==> src/rtl/riscv_pkg.sv <==
`default_nettype none
// ============================================================================
// Package : riscv_pkg
// Shared types and helpers for the five-stage core hazard/sequencing logic.
// Revision: 1.0 - initial release
// ============================================================================
package riscv_pkg;

  localparam int REG_IDX_W = 5;

  // ALU operand source select for the E stage
  typedef enum logic [1:0] {
    REGF  = 2'b00,
    FWD_W = 2'b01,
    FWD_M = 2'b10
  } fwd_sel_t;

  // Memory-freeze sequencing states
  typedef enum logic [1:0] {
    RUN      = 2'b00,
    MEM_WAIT = 2'b01,
    MEM_ERR  = 2'b10
  } hz_state_t;

  // True when a writing instruction targets a non-zero register read by a source
  function automatic logic reg_hit(input logic                 we,
                                   input logic [REG_IDX_W-1:0] rd,
                                   input logic [REG_IDX_W-1:0] rs);
    return we && (rd != '0) && (rd == rs);
  endfunction

endpackage
`default_nettype wire

==> src/rtl/hazard_ctrl_if.sv <==
`default_nettype none
// ============================================================================
// Interface : hazard_ctrl_if
// Pipeline-side signal bundle of the hazard controller. The slave modport is
// the controller, the master modport is the datapath that consumes controls.
// Revision: 1.0 - initial release
// ============================================================================
interface hazard_ctrl_if #(
  parameter int CNT_W = 32
);
  import riscv_pkg::*;

  // Register indices and hazard sources
  logic [REG_IDX_W-1:0] rs1D;
  logic [REG_IDX_W-1:0] rs2D;
  logic [REG_IDX_W-1:0] rs1E;
  logic [REG_IDX_W-1:0] rs2E;
  logic [REG_IDX_W-1:0] rdE;
  logic                 loadE;
  logic                 pcSrcE;
  logic [REG_IDX_W-1:0] rdM;
  logic                 regWriteM;
  logic [REG_IDX_W-1:0] rdW;
  logic                 regWriteW;
  logic                 memReqM;
  logic                 memReadyM;
  logic                 errClr;

  // Stage-register controls
  logic                 stallF;
  logic                 stallD;
  logic                 stallE;
  logic                 stallM;
  logic                 flushD;
  logic                 flushE;
  logic                 flushW;
  logic [1:0]           forwardAE;
  logic [1:0]           forwardBE;
  logic                 memErr;
  logic [CNT_W-1:0]     stallCnt;
  logic [CNT_W-1:0]     flushCnt;

  modport slave (
    input  rs1D, rs2D, rs1E, rs2E, rdE, loadE, pcSrcE,
           rdM, regWriteM, rdW, regWriteW, memReqM, memReadyM, errClr,
    output stallF, stallD, stallE, stallM, flushD, flushE, flushW,
           forwardAE, forwardBE, memErr, stallCnt, flushCnt
  );

  modport master (
    output rs1D, rs2D, rs1E, rs2E, rdE, loadE, pcSrcE,
           rdM, regWriteM, rdW, regWriteW, memReqM, memReadyM, errClr,
    input  stallF, stallD, stallE, stallM, flushD, flushE, flushW,
           forwardAE, forwardBE, memErr, stallCnt, flushCnt
  );

endinterface
`default_nettype wire

==> src/rtl/fwd_sel.sv <==
`default_nettype none
// ============================================================================
// Module  : fwd_sel
// Forwarding comparator for one E-stage ALU operand. The M-stage result is
// younger than the W-stage result, so it wins when both match.
// Revision: 1.0 - initial release
// ============================================================================
module fwd_sel
  import riscv_pkg::*;
(
  input  logic [REG_IDX_W-1:0] i_rsE,
  input  logic [REG_IDX_W-1:0] i_rdM,
  input  logic                 i_regWriteM,
  input  logic [REG_IDX_W-1:0] i_rdW,
  input  logic                 i_regWriteW,
  output fwd_sel_t             o_sel
);

  // Priority select: M over W over register file
  always_comb begin
    o_sel = REGF;
    if (reg_hit(i_regWriteM, i_rdM, i_rsE)) begin
      o_sel = FWD_M;
    end else if (reg_hit(i_regWriteW, i_rdW, i_rsE)) begin
      o_sel = FWD_W;
    end
  end

endmodule
`default_nettype wire

==> src/rtl/hazard_ctrl.sv <==
`default_nettype none
// ============================================================================
// Module  : hazard_ctrl
// Stall/flush/forward controller for the five-stage core. Resolves load-use
// and taken-branch hazards, freezes the pipeline across multi-cycle data
// memory accesses with a watchdog, and counts stall and flush cycles.
// Revision: 1.0 - initial release
// ============================================================================
module hazard_ctrl
  import riscv_pkg::*;
#(
  parameter int MEM_TIMEOUT = 16,
  parameter int CNT_W       = 32
) (
  input  logic         clk,
  input  logic         reset_n,
  hazard_ctrl_if.slave hz
);

  // Wait counter only has to reach MEM_TIMEOUT-1
  localparam int               c_WC_W      = $clog2(MEM_TIMEOUT + 1);
  localparam logic [c_WC_W-1:0] c_WAIT_LAST = c_WC_W'(MEM_TIMEOUT - 1);

  hz_state_t         r_state;
  hz_state_t         w_state_nxt;
  logic [c_WC_W-1:0] r_waitCnt;
  logic [c_WC_W-1:0] w_waitCnt_nxt;
  logic [CNT_W-1:0]  r_stallCnt;
  logic [CNT_W-1:0]  r_flushCnt;

  logic              w_freeze;
  logic              w_errClrCyc;
  logic              w_lwStall;
  logic              w_stallF;
  logic              w_stallD;
  logic              w_stallE;
  logic              w_stallM;
  logic              w_flushD;
  logic              w_flushE;
  logic              w_flushW;
  fwd_sel_t          w_fwdA;
  fwd_sel_t          w_fwdB;

  // One comparator per ALU operand
  fwd_sel u_fwd_a (
    .i_rsE       (hz.rs1E),
    .i_rdM       (hz.rdM),
    .i_regWriteM (hz.regWriteM),
    .i_rdW       (hz.rdW),
    .i_regWriteW (hz.regWriteW),
    .o_sel       (w_fwdA)
  );

  fwd_sel u_fwd_b (
    .i_rsE       (hz.rs2E),
    .i_rdM       (hz.rdM),
    .i_regWriteM (hz.regWriteM),
    .i_rdW       (hz.rdW),
    .i_regWriteW (hz.regWriteW),
    .o_sel       (w_fwdB)
  );

  // Hazard conditions; a same-cycle memReadyM in RUN never freezes
  always_comb begin
    w_lwStall   = hz.loadE && (hz.rdE != '0) &&
                  ((hz.rdE == hz.rs1D) || (hz.rdE == hz.rs2D));
    w_errClrCyc = (r_state == MEM_ERR) && hz.errClr;
    w_freeze    = ((r_state == RUN)      && hz.memReqM && !hz.memReadyM) ||
                  ((r_state == MEM_WAIT) && !hz.memReadyM) ||
                  (r_state == MEM_ERR);
  end

  // Next state and watchdog count
  always_comb begin
    w_state_nxt   = r_state;
    w_waitCnt_nxt = r_waitCnt;
    case (r_state)
      RUN: begin
        w_waitCnt_nxt = '0;
        if (hz.memReqM && !hz.memReadyM) begin
          w_state_nxt   = MEM_WAIT;
          w_waitCnt_nxt = c_WC_W'(1);
        end
      end
      MEM_WAIT: begin
        if (hz.memReadyM) begin
          w_state_nxt   = RUN;
          w_waitCnt_nxt = '0;
        end else if (r_waitCnt == c_WAIT_LAST) begin
          w_state_nxt   = MEM_ERR;
          w_waitCnt_nxt = '0;
        end else begin
          w_waitCnt_nxt = r_waitCnt + 1'b1;
        end
      end
      MEM_ERR: begin
        w_waitCnt_nxt = '0;
        if (hz.errClr) begin
          w_state_nxt = RUN;
        end
      end
      default: begin
        w_state_nxt   = RUN;
        w_waitCnt_nxt = '0;
      end
    endcase
  end

  // Stage controls; reset forces bubbles everywhere and releases stalls
  always_comb begin
    w_stallF = 1'b0;
    w_stallD = 1'b0;
    w_stallE = 1'b0;
    w_stallM = 1'b0;
    w_flushD = 1'b0;
    w_flushE = 1'b0;
    w_flushW = 1'b0;
    if (!reset_n || w_errClrCyc) begin
      w_flushD = 1'b1;
      w_flushE = 1'b1;
      w_flushW = 1'b1;
    end else if (w_freeze) begin
      w_stallF = 1'b1;
      w_stallD = 1'b1;
      w_stallE = 1'b1;
      w_stallM = 1'b1;
      w_flushW = 1'b1;
    end else begin
      w_stallF = w_lwStall;
      w_stallD = w_lwStall;
      w_flushD = hz.pcSrcE;
      w_flushE = w_lwStall || hz.pcSrcE;
    end
  end

  // State register and watchdog
  always_ff @(posedge clk or negedge reset_n) begin
    if (!reset_n) begin
      r_state   <= RUN;
      r_waitCnt <= '0;
    end else begin
      r_state   <= w_state_nxt;
      r_waitCnt <= w_waitCnt_nxt;
    end
  end

  // Performance counters, wrapping naturally
  always_ff @(posedge clk or negedge reset_n) begin
    if (!reset_n) begin
      r_stallCnt <= '0;
      r_flushCnt <= '0;
    end else begin
      if (w_stallF) r_stallCnt <= r_stallCnt + 1'b1;
      if (w_flushD) r_flushCnt <= r_flushCnt + 1'b1;
    end
  end

  // Drive the bundle
  always_comb begin
    hz.stallF    = w_stallF;
    hz.stallD    = w_stallD;
    hz.stallE    = w_stallE;
    hz.stallM    = w_stallM;
    hz.flushD    = w_flushD;
    hz.flushE    = w_flushE;
    hz.flushW    = w_flushW;
    hz.forwardAE = reset_n ? w_fwdA : REGF;
    hz.forwardBE = reset_n ? w_fwdB : REGF;
    hz.memErr    = (r_state == MEM_ERR);
    hz.stallCnt  = r_stallCnt;
    hz.flushCnt  = r_flushCnt;
  end

endmodule
`default_nettype wire
==> src/flat_wrapper.sv <==
// flat-port wrapper written by rule: the top's interface ports become plain ports
module hazard_ctrl_flat import riscv_pkg::*;
#(
  parameter int MEM_TIMEOUT = 16,
  parameter int CNT_W       = 32
)
  (clk, reset_n, hz_rs1D, hz_rs2D, hz_rs1E, hz_rs2E, hz_rdE, hz_loadE, hz_pcSrcE, hz_rdM, hz_regWriteM, hz_rdW, hz_regWriteW, hz_memReqM, hz_memReadyM, hz_errClr, hz_stallF, hz_stallD, hz_stallE, hz_stallM, hz_flushD, hz_flushE, hz_flushW, hz_forwardAE, hz_forwardBE, hz_memErr, hz_stallCnt, hz_flushCnt);
  hazard_ctrl_if #(.CNT_W(CNT_W)) hz_i ();
  input  logic clk;
  input  logic reset_n;
  input wire logic [$bits(hz_i.rs1D)-1:0] hz_rs1D;
  input wire logic [$bits(hz_i.rs2D)-1:0] hz_rs2D;
  input wire logic [$bits(hz_i.rs1E)-1:0] hz_rs1E;
  input wire logic [$bits(hz_i.rs2E)-1:0] hz_rs2E;
  input wire logic [$bits(hz_i.rdE)-1:0] hz_rdE;
  input wire logic [$bits(hz_i.loadE)-1:0] hz_loadE;
  input wire logic [$bits(hz_i.pcSrcE)-1:0] hz_pcSrcE;
  input wire logic [$bits(hz_i.rdM)-1:0] hz_rdM;
  input wire logic [$bits(hz_i.regWriteM)-1:0] hz_regWriteM;
  input wire logic [$bits(hz_i.rdW)-1:0] hz_rdW;
  input wire logic [$bits(hz_i.regWriteW)-1:0] hz_regWriteW;
  input wire logic [$bits(hz_i.memReqM)-1:0] hz_memReqM;
  input wire logic [$bits(hz_i.memReadyM)-1:0] hz_memReadyM;
  input wire logic [$bits(hz_i.errClr)-1:0] hz_errClr;
  output wire logic [$bits(hz_i.stallF)-1:0] hz_stallF;
  output wire logic [$bits(hz_i.stallD)-1:0] hz_stallD;
  output wire logic [$bits(hz_i.stallE)-1:0] hz_stallE;
  output wire logic [$bits(hz_i.stallM)-1:0] hz_stallM;
  output wire logic [$bits(hz_i.flushD)-1:0] hz_flushD;
  output wire logic [$bits(hz_i.flushE)-1:0] hz_flushE;
  output wire logic [$bits(hz_i.flushW)-1:0] hz_flushW;
  output wire logic [$bits(hz_i.forwardAE)-1:0] hz_forwardAE;
  output wire logic [$bits(hz_i.forwardBE)-1:0] hz_forwardBE;
  output wire logic [$bits(hz_i.memErr)-1:0] hz_memErr;
  output wire logic [$bits(hz_i.stallCnt)-1:0] hz_stallCnt;
  output wire logic [$bits(hz_i.flushCnt)-1:0] hz_flushCnt;
  assign hz_i.rs1D = hz_rs1D;
  assign hz_i.rs2D = hz_rs2D;
  assign hz_i.rs1E = hz_rs1E;
  assign hz_i.rs2E = hz_rs2E;
  assign hz_i.rdE = hz_rdE;
  assign hz_i.loadE = hz_loadE;
  assign hz_i.pcSrcE = hz_pcSrcE;
  assign hz_i.rdM = hz_rdM;
  assign hz_i.regWriteM = hz_regWriteM;
  assign hz_i.rdW = hz_rdW;
  assign hz_i.regWriteW = hz_regWriteW;
  assign hz_i.memReqM = hz_memReqM;
  assign hz_i.memReadyM = hz_memReadyM;
  assign hz_i.errClr = hz_errClr;
  assign hz_stallF = hz_i.stallF;
  assign hz_stallD = hz_i.stallD;
  assign hz_stallE = hz_i.stallE;
  assign hz_stallM = hz_i.stallM;
  assign hz_flushD = hz_i.flushD;
  assign hz_flushE = hz_i.flushE;
  assign hz_flushW = hz_i.flushW;
  assign hz_forwardAE = hz_i.forwardAE;
  assign hz_forwardBE = hz_i.forwardBE;
  assign hz_memErr = hz_i.memErr;
  assign hz_stallCnt = hz_i.stallCnt;
  assign hz_flushCnt = hz_i.flushCnt;
  hazard_ctrl #(.MEM_TIMEOUT(MEM_TIMEOUT), .CNT_W(CNT_W)) u_core (.clk(clk), .reset_n(reset_n), .hz(hz_i));
endmodule
==> config.mk <==
export PLATFORM = sky130hd
export DESIGN_NAME = hazard_ctrl_flat
export DESIGN_NICKNAME = d
export VERILOG_FILES = /design/src/rtl/riscv_pkg.sv /design/src/rtl/hazard_ctrl_if.sv /design/src/rtl/fwd_sel.sv /design/src/rtl/hazard_ctrl.sv /design/src/flat_wrapper.sv
export SDC_FILE = /design/constraint.sdc
export NUM_CORES = 1
export LEC_CHECK = 0
export CAP_MARGIN = 20
export CORE_MARGIN = 3
export CORE_UTILIZATION = 40
export DETAILED_ROUTE_END_ITERATION = 6
export PLACE_DENSITY = 0.71
export REMOVE_ABC_BUFFERS = 1
export SYNTH_ARGS = -nofsm -noshare
export SYNTH_HDL_FRONTEND = slang
export SYNTH_SLANG_ARGS = --single-unit
==> constraint.sdc <==
create_clock -name clk -period 4.8 [get_ports clk]
set_input_delay 0.72 -clock clk [delete_from_list [all_inputs] [get_ports clk]]
set_output_delay 0.72 -clock clk [all_outputs]
set_load 0.01 [all_outputs]
### Word level (Yosys, flattened, before mapping)

Index checks and enable logic that the tools add are counted.

| operators by class | value |
|---|---|
| muxes and demuxes | 24 |
| reductions and logical operators | 25 |
| equality and inequality tests | 12 |
| add/subtract/negate cells | 3 |

Operators with widths:

| cell | number |
|---|---|
| 32-bit by 1-bit adder with 32-bit output, second input constant | 2 |
| 5-bit equality test | 6 |
| 2-bit 2-to-1 mux | 8 |
| 5-bit nonzero test | 3 |
| 1-bit logical AND | 13 |
| 1-bit 2-to-1 mux | 12 |
| 5-bit 2-to-1 mux | 2 |
| 5-bit one-hot mux with 2 select lines | 1 |
| 2-bit one-hot mux with 3 select lines | 1 |
| 5-bit by 1-bit adder with 5-bit output, second input constant | 1 |
| 5-bit by 4-bit equality test with 1-bit output, second input constant | 1 |
| 1-bit logical OR | 5 |
| 2-bit != test, second input constant | 2 |
| 3-bit != test, second input constant | 1 |
| 3-bit AND reduction | 1 |
| 2-bit by 1-bit equality test with 1-bit output, second input constant | 1 |
| 2-bit equality test, second input constant | 1 |
| 1-bit zero test | 2 |
| 2-bit zero test | 1 |

| word-level totals | value |
|---|---|
| bits in registers | 71 |
| logic and storage cells | 68 |
| bits of input ports | 44 |
| output and inout bits | 76 |

### Depth between registers and ports, before layout

Gate-level depths: netlist (run 1).

| logic depth | value |
|---|---|
| depth after elaboration | 7 |
| depth in mapped cells | 8 |
| mapped depth without buffers | 7 |

### Cells and area by module

Synthesis (run 1) repeated with hierarchy kept, for this count alone.

| unflattened totals | value |
|---|---|
| cells, all modules | 368 |
| area, all modules | 3756.1 µm² |

By module, submodules not included:

| module | sequential area each (µm²) | cells an instance | area each (µm²) | times used |
|---|---|---|---|---|
| hazard_ctrl | 1776.7 | 328 | 3453.3 | 1 |
| fwd_sel | 0.0 | 20 | 151.4 | 2 |

### Least setup slack after synthesis (run 1)

No wires, ideal clock.

| path | value |
|---|---|
| kind | input to output |
| start | input port hz_rdE[0] |
| end | output port hz_stallF |
| cell stages on the path | 7 |
| required time | 4.080 ns |
| buffers on the path | 2 |
| setup slack | 1.975 ns |
| arrival | 2.105 ns |
| path through | or4_1 o21ai_2 nor2_2 a21oi_4 inv_4 buf_6 buf_4 |

| on the way | value |
|---|---|
| cells in the longest elaborated chain, start to end | 5 |
| elaborated cells on any way between the ends | 8 |
| those cells by class | eq/ne (2); mux (2); reduce/logical (4) |

RTL lines:

| item | RTL line | text |
|---|---|---|
| start, declared | flat_wrapper.sv:15 | `input wire logic [$bits(hz_i.rdE)-1:0] hz_rdE;` |
| 5-bit equality test or 5-bit nonzero test (tied branches) | hazard_ctrl.sv:66, hazard_ctrl.sv:65 |  |
| 1-bit logical OR or 1-bit logical AND (tied branches) | hazard_ctrl.sv:66, hazard_ctrl.sv:65 |  |
| 1-bit logical AND * | hazard_ctrl.sv:65 | `w_lwStall = hz.loadE && (hz.rdE != '0) &&` |
| 1-bit 2-to-1 mux * (2 in series) | n/a |  |
| end, declared | flat_wrapper.sv:25 | `output wire logic [$bits(hz_i.stallF)-1:0] hz_stallF;` |

Every way passes the cells marked *; elsewhere a longest branch is shown, timed or not.

### Final worst setup path (run 1)

| path | value |
|---|---|
| start | input port hz_rdE[0] |
| end | output port hz_stallF |

| on the way | value |
|---|---|
| cells in the longest elaborated chain, start to end | 5 |
| elaborated cells on any way between the ends | 8 |
| those cells by class | eq/ne (2); mux (2); reduce/logical (4) |

RTL lines:

| item | RTL line | text |
|---|---|---|
| 5-bit equality test or 5-bit nonzero test (tied branches) | hazard_ctrl.sv:66, hazard_ctrl.sv:65 |  |
| 1-bit logical OR or 1-bit logical AND (tied branches) | hazard_ctrl.sv:66, hazard_ctrl.sv:65 |  |
| 1-bit logical AND * | hazard_ctrl.sv:65 |  |
| 1-bit 2-to-1 mux * | hazard_ctrl.sv:122 | `end else if (w_freeze) begin` |
| 1-bit 2-to-1 mux * | hazard_ctrl.sv:118 | `if (!reset_n \|\| w_errClrCyc) begin` |

Marks and branches as above.

==> impl_metrics.csv, run 1 <==
group,metric,value,unit
outcome,outcome,"finished clean",
floorplan,io_pins,120,
timing,hold_violations,0,
logic_synthesis,ys_top_cells_by_count,"dfrtp_1 (71), xnor2_1 (67), nand2_1 (34)",
clock_tree,root_buffer,"clkbuf_8",
route,drt_pass1_iterations,4,
route,drt_iter0_markers,56,
timing,maxSlewHeadroom,0.5324,
layout,fin_area,0.005228,mm2
timing,skew,0.01072,ns
setup_path,reg2reg_to,"u_core.hz.stallCnt[30]",
route,wl,8736,um
setup_path,worst_r2r_path_depth,7,
logic_synthesis,synthCells,347,
setup_path,cp-start-kind,"input pin",
floorplan,rows,34,
logic_synthesis,syn_area_per_cell,10.60,um2
global_route,grt.overflow.total,0,
timing,period_needed,3.711,ns
timing,rsz0062_at_grt,"false",
setup_path,critPathMaxFanout,20,
global_route,grt_pass1_wl,14580,um
logic_synthesis,async_flop_share,1.000,
timing,slew_violations,0,
global_route,grt_usage,0.1756,
logic_synthesis,yosys.area.top_type,"dfrtp_1",
route,wl_per_cell,14.83,um
global_route,grt_max_degree,41,
setup_path,crit_required,4.08,ns
clock_tree,numCtsBuffers,9,
logic_synthesis,synth_cell_types,40,
power,ir_worst_vdd,250.4,uV
logic_synthesis,yosysWarnings,0,
clock_tree,clock-sinks,71,
power,power.density,321.6,mW/mm2
timing,fmax,269.5,MHz
setup_path,crit_arrival,2.99,ns
floorplan,dieArea,0.01038,mm2
placed_design,io_buffers,119,
placed_design,dp_hpwl,6737,um
timing,finalSetupViolCount,0,
setup_path,reg2reg_from,"u_core.hz.stallCnt[0]",
floorplan,fp.dieW,101.9,um
floorplan,core_area,0.008806,mm2
logic_synthesis,synth-edff-count,0,
logic_synthesis,synth_ff_type,"dfrtp_1",
clock_tree,cts_tree,"built",
placed_design,placed_cell_area,0.004991,mm2
global_route,grt_pass1_vias,3005,
setup_path,end_kind,"output port",
layout,fillers,774,
floorplan,die_h,101.9,um
layout,diodes,0,
layout,syn_to_final_growth,42.11,%
setup_path,startpoint,"hz_rdE[0]",
clock_tree,cts_htree_levels,3,
placed_design,place_congestion,0.8073,
clock_tree,path_clk_slew,0.08,ns
logic_synthesis,yosysMostFrequentCell,"dfrtp_1",
timing,tns,0,ns
logic_synthesis,netlist_area,0.003679,mm2
logic_synthesis,yosys_register_bits,71,
global_route,grt_antenna_before_repair,0,
route,vias,2972,
clock_tree,post_cts_buffers,0,
timing,worst_slew_pin_slew,0.6960,ns
job,cap_violations,0,
clock_tree,clockBufferDepth,2,
setup_path,crit_type,"input pin to output port",
route,drtAntennaViolNets,0,
power,p_leak,2.133,nW
setup_path,rrSetupSlack,2.66,ns
timing,period_share,0.7731,
route,drc,0,
logic_synthesis,yosys-top-cells-area,"dfrtp_1 (48%), xnor2_1 (16%), xor2_1 (6.4%)",
floorplan,initial_core_util,0.4177,
logic_synthesis,synth_seq_area_share,0.4830,
worst_hold_path,worst_hold_path_type,"input pin to asynchronous set/reset pin",
clock_tree,cts_resized,0,
setup_path,critical_path.endpoint,"hz_stallF",
layout,nets,523,
layout,drive_gt1_frac,0.07484,
logic_synthesis,yosys.area.top_type_share,0.4830,
clock_tree,hold_buffers,0,
clock_tree,clk_latency,0.33,ns
route,drt-vias-per-instance,5.046,
## registers in the layout (all words and copies together) (netlist names)
| register | count |
|---|---|
| u_core.r_state | 2 |
| u_core.hz.stallCnt | 32 |
| u_core.hz.flushCnt | 32 |
| u_core.r_waitCnt | 5 |
## stage by stage
| step | hold WS [ns] | utilization | std cells | setup WS, ns | power, mW |
|---|---|---|---|---|---|
| detailed placement | 0.4555 | 0.5668 | 573 | 1.086 | 1.135 |
| global route | 0.4727 | 0.5936 | 589 | 0.9719 | 1.780 |
| floorplan | 0.4244 | - | 344 | 2.118 | 0.9075 |
| CTS | 0.4555 | 0.5936 | 589 | 1.080 | 1.707 |
| global placement | 0.4596 | 0.5668 | 573 | 1.136 | 1.126 |
| finish | 0.4514 | 0.5936 | 589 | 1.089 | 1.681 |
## kinds of logic (layout without fill, tap and decap cells)
kind of cell	count (synthesis)	after routing	share of synthesized area
and+or+nand+nor	156	156	0.2354
xor gates and xnor gates	94	94	0.2238
DFF	71	71	0.4830
AOI/OAI and AO/OA	14	14	0.03368
buffers and inverters	9	143	0.01395
adders and majority gates	3	3	0.01021
## final cells by class
type                            count  area (um2)  area share
Clock buffer                       10       127.6     0.02441
Clock inverter                      6       108.9     0.02082
Inverter                            6       25.02    0.004787
Multi-Input combinational cell    267        1851      0.3540
Sequential cell                    71        1777      0.3399
Tap cell                          108       135.1     0.02585
Timing Repair Buffer              121        1204      0.2303
## layout by cell type (no fill, tap or decap), drive strengths merged, types with 8 or more instances in the layout
| master | count |
|---|---|
| clkdlybuf4s50 | 118 |
| and3 | 8 |
| dfrtp | 71 |
| xor2 | 27 |
| xnor2 | 67 |
| nor3 | 13 |
| nand4 | 16 |
| nand2 | 34 |
| nand3 | 34 |
| clkbuf | 10 |
| nor2 | 22 |
## critical path, cell delays in order
cell             delay (ns)
clkdlybuf4s50_1        0.47
or4_1                  0.56
o21ai_2                0.18
nor2_2                 0.07
a21oi_4                0.30
inv_4                  0.17
clkdlybuf4s50_1        0.51
## worst min path at each step
| stage | from | end | slack [ns] | cells after the start |
|---|---|---|---|---|
| after floorplan | reset_n | u_core.hz.flushCnt[0] | 0.42 | 0 |
| after global placement | u_core.hz.stallCnt[31] | u_core.hz.stallCnt[31] | 0.46 | 1 |
| after detailed placement | u_core.r_state[1] | u_core.r_waitCnt[0] | 0.46 | 1 |
| after CTS | reset_n | u_core.hz.flushCnt[8] | 0.46 | 2 |
| after global routing | reset_n | u_core.hz.flushCnt[7] | 0.47 | 2 |
| final | reset_n | u_core.hz.flushCnt[8] | 0.45 | 2 |
## where the power goes
part | internal (mW) | leakage (nW) | switching (mW)
logic | 0.212 | 1.07 | 0.176
registers | 0.656 | 0.947 | 0.0756
clock network | 0.345 | 0.120 | 0.216
total | 1.21 | 2.13 | 0.468
## layer usage
metal,vias to the layer above,part of all wire,GRT usage
li1,1459,-,-
met1,1411,0.46,0.2373
met2,96,0.46,0.2807
met3,6,0.073,0.05256
met4,0,0.0066,0.04036
met5,-,0,0
Note: power is estimated with default switching activity, not from simulation.
==> run 2: changes to the inputs <==
--- a/config.mk
+++ b/config.mk
@@ -9,7 +9,7 @@
 export CORE_MARGIN = 3
 export CORE_UTILIZATION = 40
 export DETAILED_ROUTE_END_ITERATION = 6
-export PLACE_DENSITY = 0.71
+export PLACE_DENSITY = 0.74
 export REMOVE_ABC_BUFFERS = 1
 export SYNTH_ARGS = -nofsm -noshare
 export SYNTH_HDL_FRONTEND = slang
==> constraint.sdc (replaced) <==
create_clock -name clk -period 3.1 [get_ports clk]
set_input_delay 0.465 -clock clk [delete_from_list [all_inputs] [get_ports clk]]
set_output_delay 0.465 -clock clk [all_outputs]
set_load 0.01 [all_outputs]
==> run 2 against run 1 <==
Net effect:
- flip-flop and latch count unchanged
- sequential power rose by 54%
- register-to-register slack got worse by 1.8 ns
- clock power up 27%
- via count up 3.1%
- die area unchanged
- first-iteration DRC count up 27%
- largest power group unchanged
- sequential share of layout area decreased by 0.15 points
- hold slack worse by 0.31 ns
- critical path depth fell by 1
- worst setup slack worse by 1.0 ns
==> impl_metrics.csv, run 2 (synthesized netlist as in run 1, its figures left out) <==
group,metric,value,unit
route,wl,9288,um
placed_design,io_buffers,119,
setup_path,path_buf_inv,2,
floorplan,rows,34,
global_route,grt.overflow.total,0,
setup_path,end_kind,"output port",
clock_tree,cts_htree_levels,3,
layout,drive_gt1_frac,0.09407,
route,wl_per_cell,15.56,um
layout,syn_to_final_growth,42.76,%
setup_path,cpMostUsedCell,"clkdlybuf4s50_1",
setup_path,cp_cell_sequence,"clkdlybuf4s50_1 > or4_1 > o21ai_2 > nor4_1 > nor3_1 > clkdlybuf4s50_1",
route,drt-vias-per-instance,5.134,
power,combPwrFrac,0.254,
setup_path,crit_arrival,2.54,ns
clock_tree,path_clk_slew,0.08,ns
setup_path,reg2reg_to,"u_core.hz.stallCnt[30]",
setup_path,cp-start-kind,"input pin",
clock_tree,hold_buffers,0,
clock_tree,clock-sinks,71,
power,p_leak,2.164,nW
timing,finalSetupViolCount,0,
floorplan,initial_core_util,0.4177,
placed_design,place_congestion,0.8201,
timing,tns,0,ns
outcome,outcome,"finished clean",
power,p_switching,0.7509,mW
timing,period_share,0.9701,
power,p_int,1.722,mW
layout,diodes,0,
worst_hold_path,worst_hold_path_type,"input pin to asynchronous set/reset pin",
setup_path,worst_r2r_path_depth,7,
setup_path,reg2reg_from,"u_core.hz.stallCnt[0]",
setup_path,critPathMaxStageDelay,0.57,ns
power,p_clk_frac,0.288,
global_route,grt_max_degree,54,
global_route,grt_pass1_wl,15170,um
setup_path,crit_required,2.63,ns
power,ir_worst_vdd,305.8,uV
timing,hold_violations,0,
route,vias,3065,
setup_path,crit_type,"input pin to output port",
setup_path,critical-path-top-delay-family,"buffers and inverters",
setup_path,cp_slowest_cell,"clkdlybuf4s50_1",
timing,period_needed,3.007,ns
clock_tree,root_buffer,"clkbuf_8",
clock_tree,cts_resized,1,
floorplan,die_h,101.9,um
layout,final_cell_mix,"clkdlybuf4s50_1 (117), dfrtp_1 (71), xnor2_1 (67)",
floorplan,fp.dieW,101.9,um
clock_tree,cts_tree,"built",
clock_tree,clk_latency,0.34,ns
power,power.density,470.9,mW/mm2
power,power.total,2.473,mW
timing,slew_violations,0,
clock_tree,numCtsBuffers,9,
floorplan,dieArea,0.01038,mm2
power,p_seq_frac,0.458,
placed_design,dp_hpwl,7047,um
power,swShare,0.3036,
timing,maxSlewHeadroom,0.4936,
job,cap_violations,0,
layout,fillers,760,
timing,skew,0.009110,ns
floorplan,core_area,0.008806,mm2
clock_tree,clockBufferDepth,2,
clock_tree,post_cts_buffers,0,
route,drt_iter0_markers,71,
setup_path,critPathMaxFanout,3,
global_route,grt_antenna_before_repair,0,
route,drt_pass1_iterations,4,
timing,worst_slew_pin_slew,0.7537,ns
timing,rsz0062_at_grt,"false",
route,drtAntennaViolNets,0,
route,drc,0,
floorplan,io_pins,120,
global_route,grt_pass1_vias,3127,
layout,final_common_cell,"clkdlybuf4s50_1",
timing,fmax,332.5,MHz
global_route,grt_usage,0.1856,
setup_path,rrSetupSlack,0.88,ns
layout,nets,532,
run 2: cell count changes in the layout (fill, tap and decap cells not counted):
| cell | previous run | this run |
|---|---|---|
| buf_4 | 3 | 12 |
| clkdlybuf4s50_1 | 118 | 117 |
| clkinvlp_4 | 0 | 3 |
| o21ai_0 | 1 | 0 |
| clkinv_4 | 1 | 0 |
| clkbuf_1 | 1 | 0 |
| o21ai_2 | 1 | 2 |
| bufinv_16 | 3 | 1 |
| dlymetal6s2s_1 | 0 | 1 |
run 2: how the worst max path moves through the flow:
stage | startpoint | to | slack, ns | cells past startpoint
final | hz_rdM[0] | hz_forwardAE[0] | 0.09 | 6
after floorplan | hz_rdM[0] | hz_forwardBE[0] | 0.93 | 4
after global routing | hz_rdM[0] | hz_forwardAE[0] | 0.02 | 6
after global placement | hz_rdM[0] | hz_forwardBE[0] | -0.01 | 6
after detailed placement | hz_rdM[0] | hz_forwardBE[0] | -0.08 | 6
after CTS | hz_rdM[0] | hz_forwardBE[0] | 0.007 | 6
run 2: worst register-to-register path, stage by stage (launching register included):
cell and delay (ns):
dfrtp_1 0.42, ha_1 0.22, nand2_1 0.10, or3_1 0.45, nor3_4 0.36, nand2_1 0.10, or3_1 0.34, xnor2_1 0.13
run 2: metal layers:
layer | vias up | track usage | share of wire
met5 | - | 0 | 0
met4 | 0 | 0.06054 | 0.017
met3 | 14 | 0.05666 | 0.072
met2 | 92 | 0.3124 | 0.49
met1 | 1489 | 0.2290 | 0.42
li1 | 1470 | - | -
run 2: final cells by class:
type                    count  area, um2  area share
multi-input cells         267       1854      0.3531
flip-flops and latches     71       1777      0.3383
repair buffers            130       1274      0.2426
well taps                 108      135.1     0.02573
clock buffers               9      123.9     0.02359
clock inverters             6      62.56     0.01191
inverters                   6      25.02    0.004765
run 2: metrics by stage:
step | instances | hold WS (ns) | area [um2] | utilization | setup slack (ns)
2_1_floorplan | 344 | 0.1694 | 3652 | - | 0.9281
6_report | 597 | 0.1388 | 5251 | 0.5963 | 0.09280
3_3_place_gp | 582 | 0.4509 | 5059 | 0.5745 | -0.009803
3_5_place_dp | 582 | 0.4577 | 5059 | 0.5745 | -0.07833
5_1_grt | 597 | 0.1561 | 5251 | 0.5963 | 0.01701
4_1_cts | 597 | 0.1363 | 5245 | 0.5956 | 0.007114
run 2: power by group through the flow:
stage | Combinational (mW) | Sequential (mW) | Clock [mW]
after floorplan | 0.242 | 1.16 | 0
after global placement | 0.619 | 1.14 | 0
after detailed placement | 0.633 | 1.15 | 0
after CTS | 0.639 | 1.13 | 0.731
after global routing | 0.687 | 1.15 | 0.774
final | 0.627 | 1.13 | 0.712
==> run 3: changes to the inputs <==
--- a/config.mk
+++ b/config.mk
@@ -9,6 +9,7 @@
 export CORE_MARGIN = 3
 export CORE_UTILIZATION = 40
 export DETAILED_ROUTE_END_ITERATION = 6
+export HOLD_SLACK_MARGIN = 0.08
 export PLACE_DENSITY = 0.74
 export REMOVE_ABC_BUFFERS = 1
 export SYNTH_ARGS = -nofsm -noshare
==> results of run 3 <==
Same layout as run 2: the final DEF is identical, and so are final timing and power.
